File: config.mk
export PLATFORM = sky130hd
export DESIGN_NAME = cfg_regfile
export DESIGN_NICKNAME = d
export VERILOG_FILES = /design/src/rtl/cfg_regfile_pkg.sv /design/src/rtl/cfg_regfile_dec.sv /design/src/rtl/cfg_regfile.sv
export SDC_FILE = /design/constraint.sdc
export NUM_CORES = 1
export LEC_CHECK = 0
export CORE_MARGIN = 2
export CORE_UTILIZATION = 28
export CTS_CLUSTER_SIZE = 8
export DETAILED_ROUTE_END_ITERATION = 10
export GPL_ROUTABILITY_DRIVEN = 0
export PLACE_DENSITY_LB_ADDON = 0.25
export SYNTH_ARGS = -nofsm -noshare
export SYNTH_HDL_FRONTEND = slang
export SYNTH_HIERARCHICAL = 1
export SYNTH_SLANG_ARGS = --single-unit
File: constraint.sdc
create_clock -name clk -period 4.4 [get_ports clk]
set_input_delay 0.88 -clock clk [delete_from_list [all_inputs] [get_ports clk]]
set_output_delay 0.88 -clock clk [all_outputs]
set_load 0.02 [all_outputs]
File: src/rtl/cfg_regfile_pkg.sv
// Shared constants, decode result type and parameter checks for the config register file.
package cfg_regfile_pkg;

  localparam logic [31:0] RO_OFF   = 32'h0000_0100;
  localparam logic [31:0] STAT_OFF = 32'h0000_0200;
  localparam logic [31:0] MASK_OFF = 32'h0000_0204;

  typedef enum logic [2:0] {
    DEC_RW,
    DEC_RO,
    DEC_STAT,
    DEC_MASK,
    DEC_BAD
  } dec_e;

  function automatic bit data_w_ok(input int w);
    return (w >= 8) && (w <= 32);
  endfunction

endpackage

File: src/rtl/cfg_regfile_dec.sv
// Combinational address decode: byte address to register class and word index.
module cfg_regfile_dec
  import cfg_regfile_pkg::*;
#(
  parameter int                ADDR_W    = 32,
  parameter logic [ADDR_W-1:0] BASE_ADDR = '0,
  parameter int                N_RW      = 8,
  parameter int                N_RO      = 4
) (
  input  logic [ADDR_W-1:0] addr,
  output dec_e              kind,
  output logic [5:0]        idx
);

  localparam logic [ADDR_W-1:0] RW_END = ADDR_W'(4 * N_RW);
  localparam logic [ADDR_W-1:0] RO_LO  = ADDR_W'(RO_OFF);
  localparam logic [ADDR_W-1:0] RO_HI  = ADDR_W'(RO_OFF + 32'(4 * N_RO));
  localparam logic [ADDR_W-1:0] STAT_A = ADDR_W'(STAT_OFF);
  localparam logic [ADDR_W-1:0] MASK_A = ADDR_W'(MASK_OFF);

  logic [ADDR_W-1:0] off;

  always_comb begin
    off  = addr - BASE_ADDR;
    kind = DEC_BAD;
    // RO_OFF has zero low byte, so off[7:2] is the word index in both windows
    idx  = off[7:2];
    if (off[1:0] == 2'b00) begin
      if (off < RW_END) begin
        kind = DEC_RW;
      end else if ((off >= RO_LO) && (off < RO_HI)) begin
        kind = DEC_RO;
      end else if (off == STAT_A) begin
        kind = DEC_STAT;
      end else if (off == MASK_A) begin
        kind = DEC_MASK;
      end
    end
  end

endmodule

File: src/rtl/cfg_regfile.sv
// Parametrised config register file: RW controls, RO status, sticky W1C STATUS, MASK and irq.
module cfg_regfile
  import cfg_regfile_pkg::*;
#(
  parameter int                ADDR_W    = 32,
  parameter int                DATA_W    = 32,
  parameter int                N_RW      = 8,
  parameter int                N_RO      = 4,
  parameter int                N_EVT     = 8,
  parameter logic [ADDR_W-1:0] BASE_ADDR = '0,
  parameter logic [DATA_W-1:0] RW_RST    = '0,
  parameter logic [31:0]       BAD_RDATA = 32'hDEAD_BEEF
) (
  input  logic                     clk,
  input  logic                     rstn,
  input  logic [ADDR_W-1:0]        addr,
  input  logic [DATA_W-1:0]        wdata,
  input  logic                     wr,
  input  logic                     rd,
  output logic [DATA_W-1:0]        rdata,
  output logic                     rdata_vld,
  output logic                     rd_err,
  output logic                     wr_err,
  output logic [N_RW*DATA_W-1:0]   rw_out,
  output logic [N_RW-1:0]          rw_upd,
  input  logic [N_RO*DATA_W-1:0]   ro_in,
  input  logic [N_EVT-1:0]         evt_in,
  output logic                     irq
);

  localparam logic [DATA_W-1:0] BAD_V = BAD_RDATA[DATA_W-1:0];

  if (!data_w_ok(DATA_W)) begin : g_chk_dw
    $error("cfg_regfile: DATA_W out of range");
  end
  if (N_EVT > DATA_W) begin : g_chk_evt
    $error("cfg_regfile: N_EVT exceeds DATA_W");
  end
  if (BASE_ADDR[1:0] != 2'b00) begin : g_chk_base
    $error("cfg_regfile: BASE_ADDR not word aligned");
  end

  dec_e              dec_kind;
  logic [5:0]        dec_idx;
  logic [DATA_W-1:0] rw_arr [N_RW];
  logic [N_RW-1:0]   rw_upd_d, rw_upd_q;
  logic [N_EVT-1:0]  status_d, status_q, mask_d, mask_q;
  logic [DATA_W-1:0] rdata_d, rdata_q, rd_val;
  logic              rdata_vld_d, rdata_vld_q, rd_err_d, rd_err_q;
  logic              wr_err_d, wr_err_q, irq_d, irq_q;

  cfg_regfile_dec #(
    .ADDR_W   (ADDR_W),
    .BASE_ADDR(BASE_ADDR),
    .N_RW     (N_RW),
    .N_RO     (N_RO)
  ) u_dec (
    .addr(addr),
    .kind(dec_kind),
    .idx (dec_idx)
  );

  for (genvar gi = 0; gi < N_RW; gi++) begin : g_rw
    logic              hit;
    logic [DATA_W-1:0] rw_d, rw_q;

    assign hit = wr && (dec_kind == DEC_RW) && (dec_idx == 6'(gi));

    always_comb begin
      rw_d = rw_q;
      if (hit) rw_d = wdata;
    end

    always_ff @(posedge clk or negedge rstn) begin
      if (!rstn) rw_q <= RW_RST;
      else       rw_q <= rw_d;
    end

    assign rw_arr[gi]                    = rw_q;
    assign rw_out[gi*DATA_W +: DATA_W]   = rw_q;
    assign rw_upd_d[gi]                  = hit;
  end

  always_comb begin
    // a same-cycle event re-sets a bit the host is clearing
    status_d = status_q | evt_in;
    if (wr && (dec_kind == DEC_STAT)) status_d = (status_q & ~wdata[N_EVT-1:0]) | evt_in;
    mask_d = mask_q;
    if (wr && (dec_kind == DEC_MASK)) mask_d = wdata[N_EVT-1:0];
    irq_d    = |(status_d & mask_d);
    wr_err_d = wr && ((dec_kind == DEC_RO) || (dec_kind == DEC_BAD));

    // read mux sees current-state values, so a same-cycle write is not visible
    rd_val = BAD_V;
    case (dec_kind)
      DEC_RW: begin
        for (int i = 0; i < N_RW; i++) if (dec_idx == 6'(i)) rd_val = rw_arr[i];
      end
      DEC_RO: begin
        for (int i = 0; i < N_RO; i++) if (dec_idx == 6'(i)) rd_val = ro_in[i*DATA_W +: DATA_W];
      end
      DEC_STAT: rd_val = DATA_W'(status_q);
      DEC_MASK: rd_val = DATA_W'(mask_q);
      default:  rd_val = BAD_V;
    endcase

    rdata_d     = rd ? rd_val : rdata_q;
    rdata_vld_d = rd;
    rd_err_d    = rd && (dec_kind == DEC_BAD);
  end

  always_ff @(posedge clk or negedge rstn) begin
    if (!rstn) begin
      status_q    <= '0;
      mask_q      <= '0;
      irq_q       <= 1'b0;
      wr_err_q    <= 1'b0;
      rw_upd_q    <= '0;
      rdata_q     <= '0;
      rdata_vld_q <= 1'b0;
      rd_err_q    <= 1'b0;
    end else begin
      status_q    <= status_d;
      mask_q      <= mask_d;
      irq_q       <= irq_d;
      wr_err_q    <= wr_err_d;
      rw_upd_q    <= rw_upd_d;
      rdata_q     <= rdata_d;
      rdata_vld_q <= rdata_vld_d;
      rd_err_q    <= rd_err_d;
    end
  end

  assign rdata     = rdata_q;
  assign rdata_vld = rdata_vld_q;
  assign rd_err    = rd_err_q;
  assign wr_err    = wr_err_q;
  assign rw_upd    = rw_upd_q;
  assign irq       = irq_q;

endmodule

==> summary.txt <==
status: complete, no violations
number of cells on the worst reg-to-reg path: 5
synthesis-to-layout area growth: 46.54%
Filler Cell Count: 5292
DRC: 0
PnR worst setup slack: 0.6706 ns
Routed wire per std cell: 27.18 um
Crit Path Class: input pin to flip-flop
Crit path largest cell delay: 0.70 ns
skew final: 0.01199 ns
drt pass-1 iters: 5
Final Power: 6.670 mW
Tot GR Track Use: 22.18%
#FFs+latches synth: 316
r2r startpoint: g_rw[3].rw_q[8]
sequential-to-total area share from yosys stat: 50.08%
Reg2Reg Capture Point: rdata[8]
Critical Path, Cell by Cell: clkdlybuf4s50_1 > nor4_2 > nand4_1 > or3_1 > or4b_4 > or3_4 > mux2_4
Lkg Pwr: 10.07 nW
largest net degree at the start of global routing: 92
Most used DFF post-synth: dfrtp_1
setup violators final: 0
Nets: 1882
Least-Margin Pin Slew: 0.8248 ns
Core Util, Final: 41.28%
min Tclk post-route: 3.729 ns
Total Wirelength: 66.31 mm
Clock Path Buffers: 3
hold buffer count at cts: 0
crit path capture type: flip-flop
DP Worst Slack: 0.1088 ns
Unique masters post-synth: 61
Detail Route Antenna Nets: 0
TritonCTS clock tree: done
min-delay worst type: input pin to async pin
Syn Nets: 1378
# H-tree levels: 2
share of cells above drive strength 1: 28.80%
die area: 58310 um2
Peak Freq: 268.1 MHz
Placement Cell Area: 21880 um2
pwr dens: 288.2 nW/um2
IO Pins: 504
CP arrival: 4.15 ns
num rows: 87
vias after detailed routing: 12543
EDFF count, synth: 0
Inserted Clock Buffers: 46
ys async rst share: 100.0%
core area: 56060 um2
TritonCTS Sinks: 316
clock-pin slew on the worst setup and hold paths: 0.05 ns
ant diodes: 0
Setup Buffers After CTS: 0
RSZ-0062 raised after global routing: false
max-cap viol count: 0
R2R Setup Slk: 2.33 ns
detailed placer's ending HPWL: 46.55 mm
Die W: 241.5 um
Max VDD drop: 225.9 uV
Starting DRT DRC Count: 690
Worst EP required: 4.83 ns
Synthesis Warnings: 6
Fin. Hold Viols: 0
area of the multi-input gates: 7380 um2
Root Buffer: clkbuf_16
Synth Instances: 1174
# port buffers: 503
initial antenna violation count: 0
grt ovf: 0
Netlist Area Pre-Place: 15790 um2
Startpoint Class: input pin
relative slew slack: 44.88%
first-pass GRT wire length: 93.75 mm
largest fanout on the critical path: 33
Die Ht: 241.5 um
slowest CP cell: or3_4
drt via density: 5.141
Reg area: 7908 um2
number of global-route vias before repair: 13224
Worst-Skew Late Latency: 0.56 ns
design area: 23140 um2
Starting Density: 28.17%
Syn Area/Cell: 13.45 um2
fin crit share: 84.76%
Slew Viols, Final: 0
sum of negative setup slack: 0 ns
post-cts sizing count: 0
==> cells in the mapped netlist, drive strengths merged (3+ instances only) <==
master     n  area share, %
dfrtp    316             50
or3       13           0.52
buf       61            2.3
nor2b      3           0.12
a21oi     25           0.79
nor4      10           0.78
a31oi     34            1.3
nor2      50            1.3
a2111oi    8           0.44
a2111o    15            1.1
nand2     14           0.33
o22a      22            1.2
o221ai    30            1.7
nand2b    10           0.40
nand3      4           0.16
nand3b     4           0.19
clkbuf    43            1.1
or2        4           0.16
mux4      33            4.7
mux2i     37            2.3
o211ai    15           0.71
o22ai      4           0.16
nor3      33            1.1
inv       11           0.26
o2111ai    7           0.39
o21ai     16           0.51
and2      10           0.40
mux2     314             24
a32o       5           0.32
==> final cells by class <==
class | instances | area share (%)
sequential | 316 | 34.17
multi-input combinational | 742 | 31.89
timing repair buffer | 560 | 24.20
clock buffer | 52 | 5.293
tap | 756 | 4.088
inverter | 12 | 0.1946
clock inverter | 2 | 0.1676
==> registers in the layout, indices dropped and copies added (netlist names) <==
register / count
rdata: 32
wr_err: 1
g_rw.rw_q: 256
rd_err: 1
mask_q: 8
status_q: 8
rw_upd: 8
irq: 1
rdata_vld: 1
==> how the worst max path moves through the flow <==
stage | startpoint | end | depth (start not counted)
floorplan | addr[7] | g_rw[1].rw_q[0] | 9
global placement | addr[11] | g_rw[1].rw_q[16] | 7
detailed placement | addr[11] | g_rw[1].rw_q[18] | 7
CTS | addr[11] | g_rw[1].rw_q[7] | 7
global route | addr[11] | g_rw[1].rw_q[7] | 7
finish | addr[11] | g_rw[1].rw_q[7] | 7
==> cell usage in the layout, fill, tap and decap left out, types with 30 or more instances in the layout <==
cell             count
a31oi_1             34
nor2_1              47
o221ai_1            30
mux4_2              33
mux2i_1             37
buf_4               47
dfrtp_1            316
mux2_2             245
mux2_4              58
clkbuf_16           47
nor3_1              30
clkdlybuf4s50_1    499
==> power breakdown <==
part | internal (mW) | total (mW) | switching (mW)
logic | 0.246 | 0.511 | 0.265
registers | 2.91 | 2.91 | 0.000587
clock network | 1.98 | 3.24 | 1.26
total | 5.14 | 6.67 | 1.53
==> through the flow <==
| step | cells | hold WS [ns] |
|---|---|---|
| after floorplan | 1174 | 0.4906 |
| after global placement | 2386 | 0.4784 |
| after detailed placement | 2386 | 0.5035 |
| after CTS | 2440 | 0.3679 |
| after global routing | 2440 | 0.4027 |
| final | 2440 | 0.3435 |
==> per-layer routing <==
layer / up-vias / wire (um) / GRT usage, %
li1: 5447 / - / -
met3: 77 / 3287 / 3.965
met1: 6628 / 29670 / 29.99
met2: 391 / 31740 / 36.37
met4: 0 / 1604 / 6.397
met5: - / 0 / 0
==> logic make-up (layout without fill, tap and decap cells) <==
| kind of cell | after synthesis | in the layout | synth area share (%) |
|---|---|---|---|
| XOR/XNOR | 1 | 1 | 0.05547 |
| AO/OA/AOI/OAI | 190 | 190 | 9.088 |
| buffers and inverters | 116 | 626 | 3.645 |
| AND/OR/NAND/NOR | 167 | 167 | 6.315 |
| multiplexers | 384 | 384 | 30.82 |
| flip-flops | 316 | 316 | 50.08 |
==> critical path: cells and delay by family <==
kind                   cells  cell delay [ns]
buffers and inverters      1             0.42
and+or+nand+nor            5             2.41
muxes                      1             0.41
Note: power is estimated with default switching activity, not from simulation.
